`config.mk`:
```
export PLATFORM = sky130hd
export DESIGN_NAME = uart_tx_arbiter
export DESIGN_NICKNAME = d
export VERILOG_FILES = /design/src/rtl/uart_tx_arbiter_pkg.sv /design/src/rtl/rr_arbiter.sv /design/src/rtl/uart_tx_arbiter.sv
export SDC_FILE = /design/constraint.sdc
export NUM_CORES = 1
export LEC_CHECK = 0
export ABC_AREA = 1
export CELL_PAD_IN_SITES_DETAIL_PLACEMENT = 1
export CELL_PAD_IN_SITES_GLOBAL_PLACEMENT = 1
export CORE_ASPECT_RATIO = 0.6
export CORE_MARGIN = 2
export CORE_UTILIZATION = 36
export CTS_CLUSTER_SIZE = 16
export DETAILED_ROUTE_END_ITERATION = 10
export GPL_TIMING_DRIVEN = 0
export HOLD_SLACK_MARGIN = 0.12
export PLACE_DENSITY = 0.91
export SYNTH_ARGS = -nofsm -noshare
export SYNTH_HDL_FRONTEND = slang
export SYNTH_SLANG_ARGS = --single-unit
```
`constraint.sdc`:
```
create_clock -name clk -period 2.1 [get_ports clk]
set_input_delay 0.525 -clock clk [delete_from_list [all_inputs] [get_ports clk]]
set_output_delay 0.525 -clock clk [all_outputs]
set_load 0.02 [all_outputs]
```
`src/rtl/uart_tx_arbiter_pkg.sv`:
```
// Shared definitions for the UART transmit arbiter: FSM encoding, pacing defaults
// and the index-width helper used by the top and the round-robin selector.
package uart_tx_arbiter_pkg;

    typedef enum logic [1:0] {
        ST_IDLE   = 2'd0,
        ST_LOAD   = 2'd1,
        ST_STROBE = 2'd2,
        ST_WAIT   = 2'd3
    } state_t;

    // 10-bit frame at 50 MHz plus margin: 52083 -> 57600 (9600 bd), 4340 -> 4800 (115200 bd)
    localparam int BYTE_CYCLES_9600   = 57600;
    localparam int BYTE_CYCLES_115200 = 4800;
    localparam int PULSE_CYCLES_DEF   = 2;

    function automatic int idx_width(input int n);
        return (n <= 2) ? 1 : $clog2(n);
    endfunction

endpackage

```
`src/rtl/rr_arbiter.sv`:
```
// Combinational round-robin select: the first requester found scanning upward
// from the index after last_owner wins.
module rr_arbiter
    import uart_tx_arbiter_pkg::*;
#(
    parameter int N_REQ = 4,
    parameter int IW    = idx_width(N_REQ)
) (
    input  logic [N_REQ-1:0] req,
    input  logic [IW-1:0]    last_owner,
    output logic [N_REQ-1:0] winner,
    output logic [IW-1:0]    winner_idx,
    output logic             found
);

    logic [IW:0]   sum;
    logic [IW-1:0] cand;

    always_comb begin
        winner     = '0;
        winner_idx = '0;
        found      = 1'b0;
        sum        = '0;
        cand       = '0;
        for (int k = 1; k <= N_REQ; k++) begin
            sum = {1'b0, last_owner} + (IW+1)'(k);
            if (sum >= (IW+1)'(N_REQ)) begin
                sum = sum - (IW+1)'(N_REQ);
            end
            cand = sum[IW-1:0];
            if (!found && req[cand]) begin
                found        = 1'b1;
                winner[cand] = 1'b1;
                winner_idx   = cand;
            end
        end
    end

endmodule

```
`src/rtl/uart_tx_arbiter.sv`:
```
// Packet-granular round-robin sharing of one UART transmitter; bytes are paced
// by a frame-time counter because the transmitter reports no completion.
module uart_tx_arbiter
    import uart_tx_arbiter_pkg::*;
#(
    parameter int N_REQ        = 4,
    parameter int BYTE_CYCLES  = BYTE_CYCLES_9600,
    parameter int PULSE_CYCLES = PULSE_CYCLES_DEF
) (
    input  logic               clk,
    input  logic               rst_n,
    input  logic [N_REQ-1:0]   req,
    input  logic [8*N_REQ-1:0] req_data,
    input  logic [N_REQ-1:0]   req_last,
    output logic [N_REQ-1:0]   ack,
    output logic [N_REQ-1:0]   grant,
    output logic [7:0]         tx_in,
    output logic               tx_write,
    output logic               busy
);

    localparam int IW = idx_width(N_REQ);
    localparam int CW = $clog2(BYTE_CYCLES);
    localparam logic [CW-1:0] CNT_TERM   = CW'(BYTE_CYCLES - 1);
    localparam logic [CW-1:0] PULSE_TERM = CW'(PULSE_CYCLES - 1);

    state_t           state_reg;
    logic [IW-1:0]    owner_reg;
    logic [IW-1:0]    last_owner_reg;
    logic [CW-1:0]    cnt_reg;
    logic             last_flag_reg;
    logic [7:0]       tx_in_reg;
    logic             tx_write_reg;
    logic [N_REQ-1:0] grant_reg;

    logic [7:0]       data_arr [N_REQ];
    logic [N_REQ-1:0] win_onehot;
    logic [IW-1:0]    win_idx;
    logic             win_found;
    logic             owner_req;

    generate
        for (genvar gi = 0; gi < N_REQ; gi++) begin : g_unpack
            assign data_arr[gi] = req_data[8*gi +: 8];
        end
    endgenerate

    rr_arbiter #(
        .N_REQ (N_REQ),
        .IW    (IW)
    ) u_rr (
        .req        (req),
        .last_owner (last_owner_reg),
        .winner     (win_onehot),
        .winner_idx (win_idx),
        .found      (win_found)
    );

    assign owner_req = req[owner_reg];
    assign ack       = (state_reg == ST_LOAD && owner_req) ? grant_reg : '0;
    assign grant     = grant_reg;
    assign tx_in     = tx_in_reg;
    assign tx_write  = tx_write_reg;
    assign busy      = (state_reg != ST_IDLE);

    always_ff @(posedge clk or negedge rst_n) begin
        if (!rst_n) begin
            state_reg      <= ST_IDLE;
            owner_reg      <= '0;
            last_owner_reg <= IW'(N_REQ - 1);
            cnt_reg        <= '0;
            last_flag_reg  <= 1'b0;
            tx_in_reg      <= 8'h00;
            tx_write_reg   <= 1'b0;
            grant_reg      <= '0;
        end else begin
            case (state_reg)
                ST_IDLE: begin
                    if (win_found) begin
                        grant_reg <= win_onehot;
                        owner_reg <= win_idx;
                        state_reg <= ST_LOAD;
                    end
                end
                ST_LOAD: begin
                    if (owner_req) begin
                        tx_in_reg     <= data_arr[owner_reg];
                        last_flag_reg <= req_last[owner_reg];
                        cnt_reg       <= '0;
                        tx_write_reg  <= 1'b1;
                        state_reg     <= ST_STROBE;
                    end else begin
                        // owner withdrew mid-packet: close it without sending
                        grant_reg      <= '0;
                        last_owner_reg <= owner_reg;
                        state_reg      <= ST_IDLE;
                    end
                end
                ST_STROBE: begin
                    cnt_reg <= cnt_reg + 1'b1;
                    if (cnt_reg == PULSE_TERM) begin
                        tx_write_reg <= 1'b0;
                        state_reg    <= ST_WAIT;
                    end
                end
                ST_WAIT: begin
                    if (cnt_reg != CNT_TERM) begin
                        cnt_reg <= cnt_reg + 1'b1;
                    end else if (last_flag_reg) begin
                        grant_reg      <= '0;
                        last_owner_reg <= owner_reg;
                        state_reg      <= ST_IDLE;
                    end else begin
                        state_reg <= ST_LOAD;
                    end
                end
                default: state_reg <= ST_IDLE;
            endcase
        end
    end

endmodule

```
# Yosys cells after proc, flatten, opt, wreduce, memory -nomap -nowiden
# Index checks and enable logic that the tools add are counted.
[op_classes] addsub=9 magnitude_cmp=14 eq_ne=12 mux=61 n_bitwise=4 reduce_logical=24
[ops] op="$pmux W16 S3" n=1
[ops] op="$mux W4" n=9
[ops] op="$mux W16" n=2
[ops] op="$mux W2" n=15
[ops] op="$mux W1" n=17
[ops] op="$add A16 B1 Y16 const B" n=1
[ops] op="$bmux W8 S2" n=1
[ops] op="$eq A16 B1 Y1 const B" n=1
[ops] op="$mux W8" n=2
[ops] op="$ne A16 B16 Y1 const B" n=1
[ops] op="$ge A3 B3 Y1 const B" n=5
[ops] op="$lt A2 B3 Y1 const B" n=5
[ops] op="$bmux W1 S2" n=6
[ops] op="$ne A2 B2 Y1 const B" n=6
[ops] op="$or A4 B4 Y4" n=3
[ops] op="$pmux W4 S3" n=1
[ops] op="$reduce_and A3 Y1" n=3
[ops] op="$demux W1 S2" n=4
[ops] op="$ge A2 B1 Y1 const B" n=4
[ops] op="$logic_and A1 B1 Y1" n=8
[ops] op="$pmux W2 S4" n=1
[ops] op="$sub A2 B1 Y2 const B" n=4
[ops] op="$add A2 B2 Y3 const B" n=2
[ops] op="$reduce_bool A2 Y1" n=3
[ops] op="14 further kinds" n=19
[totals] reg_bits=36 inputBits=42 out_inout_bits=18 elab_cells=132

# Depth between registers and ports, before layout
# Gate-level depths: netlist of the first run.
[logic_depth] word_depth=17 depth_mapped=12 mapped_depth_nobuf=11

# Modules after synthesis
# A second synthesis of the first run with hierarchy kept.
[hier_totals] hier_cells=423 hier_area_um2=2831.5
[by_module_without_submodules] module="uart_tx_arbiter" n_inst=1 cells_per_inst=349 area_per_inst_um2=2373.5 seq_area_each_um2=903.4
[by_module_without_submodules] module="rr_arbiter" n_inst=1 cells_per_inst=74 area_per_inst_um2=457.9 seq_area_each_um2=0.0

# Least setup slack after synthesis of the first run
# OpenSTA, ideal clock, no wires.
[synth_timing] kind="reg-to-reg" startpoint="reg last_owner_reg[0]" endpoint="reg owner_reg[0]" setup_time_ns=0.065 t_arrival_ns=1.743 required_ns=2.035 setup_slack_ns=0.292 path_stages_with_launch=11 n_path_buf=1 period_less_slack_ns=1.808 path_cell_list="dfstp_2 > buf_6 > inv_4 > ha_1 > nand3_1 > nand2_1 > nor2_1 > nor2_1 > a21oi_1 > nand2_1 > nand2_1"
[synth_via] elab_chain_len=16 elab_cells_between_ends=39 classes_between="8 x add/sub; 4 x order compare; 20 x mux; 7 x reduce/logical"
[synth_rtl] element="from (decl)" line_no="uart_tx_arbiter.sv:29" source="logic [IW-1:0] last_owner_reg;"
[synth_rtl] element="from (signal assigned)" line_no="uart_tx_arbiter.sv:70" source="last_owner_reg <= IW'(N_REQ - 1);"
[synth_rtl] element="from (signal assigned)" line_no="uart_tx_arbiter.sv:95" source="last_owner_reg <= owner_reg;"
[synth_rtl] element="from (signal assigned)" line_no="uart_tx_arbiter.sv:111" source="last_owner_reg <= owner_reg;"
[synth_rtl] element="$add A2 B1 Y3" line_no="rr_arbiter.sv:26" source="sum = {1'b0, last_owner} + (IW+1)'(k);"
[synth_rtl] element="$ge A3 B3 Y1 or $sub A2 B1 Y2 (tied branches)" line_no="rr_arbiter.sv:27, rr_arbiter.sv:28"
[synth_rtl] element="$mux W2" line_no="rr_arbiter.sv:27" source="if (sum >= (IW+1)'(N_REQ)) begin"
[synth_rtl] element="$bmux W1 S2" line_no="rr_arbiter.sv:31" source="if (!found && req[cand]) begin"
[synth_rtl] element="$mux W1 (not written as such)" line_no="rr_arbiter.sv:31"
[synth_rtl] element="$mux W1" line_no="rr_arbiter.sv:31"
[synth_rtl] element="$logic_not A1 Y1" line_no="rr_arbiter.sv:31"
[synth_rtl] element="$logic_and A1 B1 Y1" line_no="rr_arbiter.sv:31"
[synth_rtl] element="$mux W1" line_no="rr_arbiter.sv:31"
[synth_rtl] element="$logic_not A1 Y1" line_no="rr_arbiter.sv:31"
[synth_rtl] element="$logic_and A1 B1 Y1" line_no="rr_arbiter.sv:31"
[synth_rtl] element="$mux W1" line_no="rr_arbiter.sv:31"
[synth_rtl] element="$logic_not A1 Y1" line_no="rr_arbiter.sv:31"
[synth_rtl] element="$logic_and A1 B1 Y1" line_no="rr_arbiter.sv:31"
[synth_rtl] element="$mux W1" line_no="rr_arbiter.sv:31"
[synth_rtl] element="$reduce_and A2 Y1 (no line)"
[synth_rtl] element="to (signal assigned)" line_no="uart_tx_arbiter.sv:81" source="owner_reg <= win_idx;"
[synth_rtl] element="to (decl)" line_no="uart_tx_arbiter.sv:28" source="logic [IW-1:0] owner_reg;"
# Parallel ways exist; a longest one is shown, timed or not. The select of a mux whose other input is x is not followed.
# A chain may end at the register's enable or synchronous reset.

==> flow_summary.toml, run 1 <==
[clocking]
cts_htree_levels = 2
root_buffer = "clkbuf_16"
clock_sinks = 36
clk-insertion-delay-late_ns = 0.28
tritoncts = "built"
count_of_hold_buffers_inserted_by_post_cts_repair = 0
cts.reportedPaths.clkPinSlew_ns = 0.06
clock_tree.buffer_depth = 2
clock_buffers_created_by_tritoncts = 5

[worst_setup_path]
worst_r2r_src = "last_owner_reg[1]"
worst-r2r-setup-slack_ns = 0.16
path_class = "flip-flop to output pin"
crit_fanout = 10
startpoint_type = "flip-flop"
crit_path_end_kind = "output pin"
cp.required_ns = 1.57
rr_endpoint = "owner_reg[0]"
reg2reg_depth = 10
worstPathArrival_ns = 1.49

[pwr]
p_clk_share_pct = 47.6
leakagePower_nw = 1.584
share_seq_of_total_power_pct = 43.3
power_density_mw_per_mm2 = 454.5
switching_share_pct = 22.51
power.combinational.fraction_pct = 9.1
vdd_drop_max_v = 0.0002930
cell_internal_pwr_mw = 1.243
p_sw_uw = 361.0

[cells_and_area]
finish.net_count = 498
multi_input_gate_area_mm2 = 0.001534
seq_area_um2 = 904.6
number_of_antenna_cells_inserted = 0
fillers = 912
post-route-cell-area_mm2 = 0.003528
largest_reg_flops = 16
end_of_flow_core_utilization_pct = 49.37
layout_commonest_cell = "nand2_1"
most_used_cells_in_the_layout_excluding_fill_and_tap_cells = "103 x nand2_1, 49 x clkdlybuf4s50_1, 36 x nor2_1"
syn2layout_area_growth_pct = 34.99
layout-drive-gt1-share_pct = 13.65

[timing]
final_number_of_setup_violating_endpoints = 0
hold_viol_final = 0
fin_worst_skew_ns = 0.006208
post-route-min-period_ns = 2.012
post_route_clock_period_utilization_pct = 95.82
max_freq_ghz = 0.4969
slew-limit-headroom_pct = 44.94
totalNegativeSetupSlack_ns = 0
timing_worst_slew_pin_value_ns = 0.8260
hold-worst-slack_ns = 0.3375
final-max-slew-violation-count = 0

[global_route]
overall_global_routing_usage_pct = 22.36
grt_start_max_net_pins = 37
grt_pass1_vias = 2982
initial_antenna_violation_count = 0
grt_pass1_wl_mm = 14.35
final_global_route_overflow_total = 0

[synth]
muxShareOfSynthArea_pct = 0
synth_fp_nets = 430
synthAdderAreaFrac_pct = 4.787
syn-mean-instance-area_um2 = 6.915
post_synth_inst_count = 378
ys_seq_elements = 36
synth_top_family_by_area = "simple AND/OR/NAND/NOR gates"
synth-xor-area-share_pct = 2.681
synthesis.area_mm2 = 0.002614
netlist-cell-type-count = 31
synth_simple_gate_area_share_pct = 36.33
yosysWarningCount = 0
yosysSeqAreaShare_pct = 34.56
synth_compound_gate_area_share_pct = 12.73

[drt]
drt_iter0_markers = 163
avgViaCountPerCell = 5.388
avgRoutedWirePerCell_um = 16.03
drt_wl_total_mm = 8.624
ant_nets = 0
routed-via-count = 2899
drtPass1Iterations = 4
drc_errors = 0

[placement]
detailed_place.area_mm2 = 0.003313
dpl.hpwl_mm = 6.638
place.port_buffers = 59
gp_routability_congestion = 0.9171

[floorplan]
top_level_ports = 60
design.core.area_mm2 = 0.007147
chipWidth_um = 114.0
starting_density_of_the_core_pct = 36.57
placementRows = 24
design.die.area_mm2 = 0.007980
die_y_um = 70

[status]
run_status = "complete, no violations"

[worst_hold_path]
timing.hold.worst.class = "primary input to asynchronous set/reset pin"

[job]
maxCapViolCount = 0
worst max-delay path by stage:
stage                            startpoint            to  cells after the start
after detailed placement             req[2]        ack[0]                      7
final                             flip-flop          busy                      4
after global routing      last_owner_reg[1]  owner_reg[0]                     11
after CTS                            req[3]        ack[0]                      6
after floorplan           last_owner_reg[0]  owner_reg[0]                     10
after global placement               req[1]        ack[3]                      7
power groups by stage:
stage          clock, mW  sequential, mW  combinational [mW]
5_1_grt            0.796           0.694               0.160
6_report           0.764           0.694               0.146
3_5_place_dp           0           0.706               0.144
4_1_cts            0.771           0.694               0.143
2_1_floorplan          0           0.707              0.0395
3_3_place_gp           0           0.706               0.141
what timing repair did:
item,in CTS,in global routing
pin swaps,1,0
buffers inserted,1,2
hold endpoints to repair,0,0
setup endpoints to repair,10,11
resized for setup,27,19
cell type report:
type	count	share of cell area (%)
Multi-Input combinational cell	290	43.48
Sequential cell	36	25.64
Timing Repair Buffer	62	16.88
Inverter	41	4.574
Clock buffer	6	3.936
Tap cell	91	3.227
Buffer	10	1.986
Clock inverter	2	0.2837
synth_stat cells:
cell | instances | area share, %
a21boi_0 | 4 | 1.1
nor2_1 | 44 | 6.3
nand2_1 | 104 | 15
inv_4 | 2 | 0.48
buf_6 | 4 | 1.7
nand3_2 | 1 | 0.38
a31oi_1 | 1 | 0.24
dfrtp_1 | 34 | 33
ha_1 | 10 | 4.8
nand3_1 | 29 | 5.6
clkbuf_1 | 5 | 0.72
nor2_2 | 2 | 0.48
nand4_1 | 15 | 3.6
nor2_4 | 2 | 0.86
o21ai_0 | 23 | 4.4
o21bai_2 | 1 | 0.43
dfstp_2 | 2 | 2.0
xor2_1 | 8 | 2.7
buf_2 | 2 | 0.38
a21oi_1 | 6 | 1.1
inv_2 | 4 | 0.57
o21ai_1 | 6 | 1.1
nand3_4 | 1 | 0.67
inv_1 | 33 | 4.7
nand2_2 | 8 | 1.9
o22ai_1 | 15 | 3.6
o21bai_1 | 1 | 0.29
clkinv_1 | 2 | 0.29
nor4_1 | 2 | 0.48
o32ai_1 | 1 | 0.34
nor3_1 | 6 | 1.1
critical path, stage by stage (launching register included):
cell	delay (ns)
dfrtp_1	0.43
buf_2	0.22
nor2_2	0.18
inv_1	0.06
dlygate4sd2_1	0.31
layer usage:
layer / vias to the layer above / share of wire, % / GRT usage (%)
met1: 1423 / 47 / 31.52
li1: 1386 / - / -
met4: 0 / 0.58 / 4.336
met5: - / 0 / 0
met2: 82 / 45 / 34.59
met3: 8 / 6.9 / 6.163
metrics by stage:
step,instances,power (mW),setup slack (ns)
global placement,528,0.8470,-0.7660
finish,538,1.604,0.08768
global route,538,1.649,-0.002959
CTS,536,1.608,-0.002811
floorplan,378,0.7460,0.2921
detailed placement,528,0.8505,-0.8307
kinds of logic (layout without fill, tap and decap cells):
| family | after synthesis | count (layout) |
|---|---|---|
| simple gates | 214 | 214 |
| compound gates | 58 | 58 |
| flops | 36 | 36 |
| xor+xnor | 8 | 8 |
| fa+ha+maj | 10 | 10 |
| buf+inv | 52 | 121 |
No activity file was read; power rests on OpenSTA's default activity.
==> run 2, diff against run 1 <==
Settings changed: HOLD_SLACK_MARGIN 0.12 to not set, SKIP_LAST_GASP set to 1.
Clock period 2.1 ns to 1.94 ns, I/O delays scaled along.
==> flow_summary.toml, run 2 (synthesis results as in run 1) <==
[clocking]
root_buffer = "clkbuf_16"
cts.reportedPaths.clkPinSlew_ns = 0.06
cts_htree_levels = 2
clk-insertion-delay-late_ns = 0.29
clock_tree.buffer_depth = 2
clock_buffers_created_by_tritoncts = 5
clock_sinks = 36
tritoncts = "built"

[drt]
drtPass1Iterations = 4
avgViaCountPerCell = 5.471
ant_nets = 0
drc_errors = 0
drt_wl_total_mm = 9.595
avgRoutedWirePerCell_um = 17.45
routed-via-count = 3009
drt_iter0_markers = 156

[global_route]
grtUsageMet3_pct = 6.510
grt.busiest_layer = "met2"
grt_start_max_net_pins = 37
met1_usage_pct = 31.85
final_global_route_overflow_total = 0
grt_pass1_wl_mm = 14.79
overall_global_routing_usage_pct = 23.12
initial_antenna_violation_count = 0
grt_pass1_vias = 3049
met2_usage_pct = 36.57

[floorplan]
design.die.area_mm2 = 0.007980
die_y_um = 70
design.core.area_mm2 = 0.007147
placementRows = 24
top_level_ports = 60
chipWidth_um = 114.0
starting_density_of_the_core_pct = 36.57

[timing]
hold-worst-slack_ns = 0.2977
timing_worst_slew_pin_value_ns = 0.8278
post_route_clock_period_utilization_pct = 98.71
post-route-min-period_ns = 1.915
hold_viol_final = 0
final_number_of_setup_violating_endpoints = 0
totalNegativeSetupSlack_ns = 0
slew-limit-headroom_pct = 44.81
final-max-slew-violation-count = 0
fin_worst_skew_ns = 0.007258
max_freq_ghz = 0.5222
rsz_0062_raised_after_global_routing = "true"

[worst_setup_path]
critical_path.max_stage_delay_ns = 0.54
worst-r2r-setup-slack_ns = 0.03
worst_r2r_src = "last_owner_reg[0]"
rr_endpoint = "owner_reg[1]"
path_cells = "buf_6, inv_4, nand2_1, nand3_1, nand2_4, nand2_1, nor2_2, inv_1, nand2_2, inv_2, nand2_1, nand2_1"
startpoint_type = "flip-flop"
timing.critical_path.from = "last_owner_reg[0]"
worstPathArrival_ns = 2.08
crit_path_end_kind = "flip-flop"
crit_fanout = 10
critical_path.most_common_cell = "nand2_1"
reg2reg_depth = 12
path_class = "flip-flop to flip-flop"
critical-path-slowest-cell = "dfstp_2"
cp.required_ns = 2.11

[pwr]
power_density_mw_per_mm2 = 470.3
vdd_drop_max_v = 0.0002633
leakagePower_nw = 1.662

[cells_and_area]
finish.net_count = 510
syn2layout_area_growth_pct = 42.41
post_route_non_filler_standard_cell_count = 550
post-route-cell-area_mm2 = 0.003722
most_used_cells_in_the_layout_excluding_fill_and_tap_cells = "100 x nand2_1, 49 x clkdlybuf4s50_1, 36 x nor2_1"
number_of_antenna_cells_inserted = 0
largest_reg_flops = 16
end_of_flow_core_utilization_pct = 52.08
layout-drive-gt1-share_pct = 17.65
layout_commonest_cell = "nand2_1"

[placement]
gp_routability_congestion = 0.9171
placed_cells = 528
detailed_place.area_mm2 = 0.003313
place.port_buffers = 59
dpl.hpwl_mm = 6.638

[status]
run_status = "complete, no violations"

[worst_hold_path]
timing.hold.worst.class = "primary input to asynchronous set/reset pin"

[job]
maxCapViolCount = 0
run 2: area by class of cell:
| type | instances | area (µm²) |
|---|---|---|
| fill | 895 | 3425 |
| multi-input combinational | 290 | 1590 |
| sequential | 36 | 905.9 |
| timing repair buffer | 74 | 708.2 |
| inverter | 41 | 161.4 |
| clock buffer | 6 | 138.9 |
| tap | 91 | 113.9 |
| buffer | 10 | 93.84 |
| clock inverter | 2 | 10.01 |
run 2: per-stage QoR:
stage	power, mW	setup WS (ns)
floorplan	0.8076	0.1321
global placement	0.9169	-0.8460
detailed placement	0.9206	-0.9107
CTS	1.743	-0.002058
global route	1.800	-0.05930
finish	1.751	0.02506
run 2: layer usage:
layer	share of wire [%]	wire length, µm
met4	0.95	91
met3	7.1	678
met2	47	4484
met1	45	4341
met5	0	0
run 2: power by group:
group	total, mW	switching (mW)	internal (mW)
registers	0.751	0	0.751
clock network	0.830	0.323	0.506
logic	0.169	0.0757	0.0938
total	1.75	0.399	1.35
run 2: critical path, delay by kind of cell, from the launching register on:
kind | cells | cell delay (ns)
flops | 1 | 0.54
simple gates | 8 | 0.88
buf+inv | 4 | 0.36
run 2: worst max path at each step:
stage,end
5_1_grt,owner_reg[1]
3_3_place_gp,ack[3]
4_1_cts,ack[0]
6_report,owner_reg[1]
3_5_place_dp,ack[0]
2_1_floorplan,owner_reg[0]
run 2: timing repair:
action | 4_1_cts | 5_1_grt
pin swaps | 1 | 7
setup endpoints to repair | 11 | 29
resized for setup | 43 | 31
buffers inserted | 5 | 10
hold buffers | 0 | 0
==> run 3, diff against run 2 <==
Settings changed: CORE_MARGIN 2 to not set, CORE_UTILIZATION 36 to 30, PLACE_DENSITY 0.91 to 0.8.
==> flow_summary.toml, run 3 (synthesis results as in run 1) <==
[status]
run_status = "finished, violations left"
failed_checks = "negative setup slack"

[worst_setup_path]
cp.required_ns = 1.45
critical_path.max_stage_delay_ns = 0.43
worstPathArrival_ns = 1.47
crit_path_end_kind = "output pin"
startpoint_type = "flip-flop"
critical-path-slowest-cell = "dfrtp_1"
crit_fanout = 5
path_cells = "inv_2, buf_6, nand2_2, nand3_2, nand3_4, buf_8, nor2_4, buf_6"
critical_path.most_common_cell = "buf_6"
path_class = "flip-flop to output pin"

[timing]
fin_worst_skew_ns = 0.005623
final-max-slew-violation-count = 0
post-route-min-period_ns = 1.953
finalWorstSetupSlack_ns = -0.01339
slew-limit-headroom_pct = 44.92
post_route_clock_period_utilization_pct = 100.7
max_freq_ghz = 0.5119
hold_viol_final = 0
final_number_of_setup_violating_endpoints = 4
hold-worst-slack_ns = 0.3009
rsz_0062_raised_after_global_routing = "true"
timing_worst_slew_pin_value_ns = 0.8262

[cells_and_area]
layout-drive-gt1-share_pct = 15.79
syn2layout_area_growth_pct = 40.98
post_route_non_filler_standard_cell_count = 564
number_of_antenna_cells_inserted = 0
fillers = 996
end_of_flow_core_utilization_pct = 45.13
layout_commonest_cell = "nand2_1"
most_used_cells_in_the_layout_excluding_fill_and_tap_cells = "102 x nand2_1, 49 x clkdlybuf4s50_1, 37 x nor2_1"
largest_reg_flops = 16
finish.net_count = 507

[global_route]
grt_pass1_wl_mm = 14.60
grt_pass1_vias = 2964
final_global_route_overflow_total = 0
overall_global_routing_usage_pct = 20.89
initial_antenna_violation_count = 0
grt_start_max_net_pins = 37

[drt]
drt_iter0_markers = 152
ant_nets = 0
met3_length_um = 611
avgRoutedWirePerCell_um = 15.84
drc_errors = 0
drt-met1-wl_mm = 4.390
routed-via-count = 2919
maxUsedRoutingLayer = "met4"
drt_wl_total_mm = 8.935
drtPass1Iterations = 4
met2_wirelength_mm = 3.879
avgViaCountPerCell = 5.176

[clocking]
clock_sinks = 36
cts_htree_levels = 2
clk-insertion-delay-late_ns = 0.28
count_of_hold_buffers_inserted_by_post_cts_repair = 0
root_buffer = "clkbuf_16"
clock_tree.buffer_depth = 2
clock_buffers_created_by_tritoncts = 5
cts.reportedPaths.clkPinSlew_ns = 0.06
tritoncts = "built"

[pwr]
leakagePower_nw = 1.626
power_density_mw_per_mm2 = 462.8
vdd_drop_max_v = 0.0003123

[placement]
place.port_buffers = 59
placed_cells = 545
gp_routability_congestion = 0.8641
dpl.hpwl_mm = 6.657
place_ws_ns = -0.8991

[floorplan]
design.core.area_mm2 = 0.008164
top_level_ports = 60
placementRows = 25
design.die.area_mm2 = 0.009102
chipWidth_um = 122.5
starting_density_of_the_core_pct = 32.02
die_y_um = 74.30

[worst_hold_path]
timing.hold.worst.class = "primary input to asynchronous set/reset pin"

[job]
maxCapViolCount = 0
run 3: changes by cell type in the layout (fill, tap and decap cells not counted), sizes merged:
cell	before	now
dlygate4sd2	3	4
clkdlybuf4s15	2	1
clkinv	4	3
clkbuf	11	13
buf	25	21
run 3: worst max-delay path: cells and delay by family (launching register included):
| kind | cells | cell delay (ns) |
|---|---|---|
| buffers and inverters | 4 | 0.47 |
| and+or+nand+nor | 4 | 0.28 |
| DFF | 1 | 0.43 |
run 3: final timing paths:
kind / slack, ns / to / startpoint / cells past startpoint
setup / recovery: -0.01 / ack[2] / owner_reg[0] / 8
hold / removal: 0.30 / grant[1] / rst_n / 1
setup reg to reg: 0.06 / owner_reg[0] / last_owner_reg[0] / 11
hold reg to reg: 0.49 / tx_in[3] / tx_in[3] / 2
max in group asynchronous: 1.06 / cnt_reg[0] / rst_n / 1
min in group clk: 0.49 / tx_in[3] / tx_in[3] / 2
run 3: where the power goes:
part | total, mW | internal (mW) | switching [mW]
registers | 0.751 | 0.751 | 0
clock network | 0.793 | 0.479 | 0.314
logic | 0.161 | 0.0910 | 0.0697
total | 1.71 | 1.32 | 0.384
run 3: what timing repair did:
item,4_1_cts,5_1_grt
buffers inserted,5,6
resized for setup,54,14
gates cloned,0,0
pin swaps,1,3
hold endpoints to repair,0,0
endpoints found under the setup margin,11,27
run 3: cell type report:
type / count / area [µm²] / share of cell area, %
Multi-Input combinational cell: 290 / 1573 / 42.68
Buffer: 11 / 100.1 / 2.716
Inverter: 41 / 161.4 / 4.380
Clock buffer: 7 / 132.6 / 3.599
Tap cell: 108 / 135.1 / 3.667
Clock inverter: 1 / 8.758 / 0.2377
Timing Repair Buffer: 70 / 668.1 / 18.13
Sequential cell: 36 / 905.9 / 24.58
run 3: stage by stage:
step                power (mW)  instance area, µm²  TNS (ns)
floorplan               0.8076                2614         0
global placement        0.9177                3339    -21.66
detailed placement      0.9195                3334    -6.649
CTS                      1.712                3600  -0.04247
global route             1.763                3685   -0.3003
finish                   1.705                3685  -0.02537
run 3: per-layer routing:
metal / global-route usage (%) / up-vias
li1: - / 1403
met1: 28.99 / 1429
met2: 32.90 / 79
met3: 5.905 / 8
met4: 3.388 / 0
met5: 0 / -
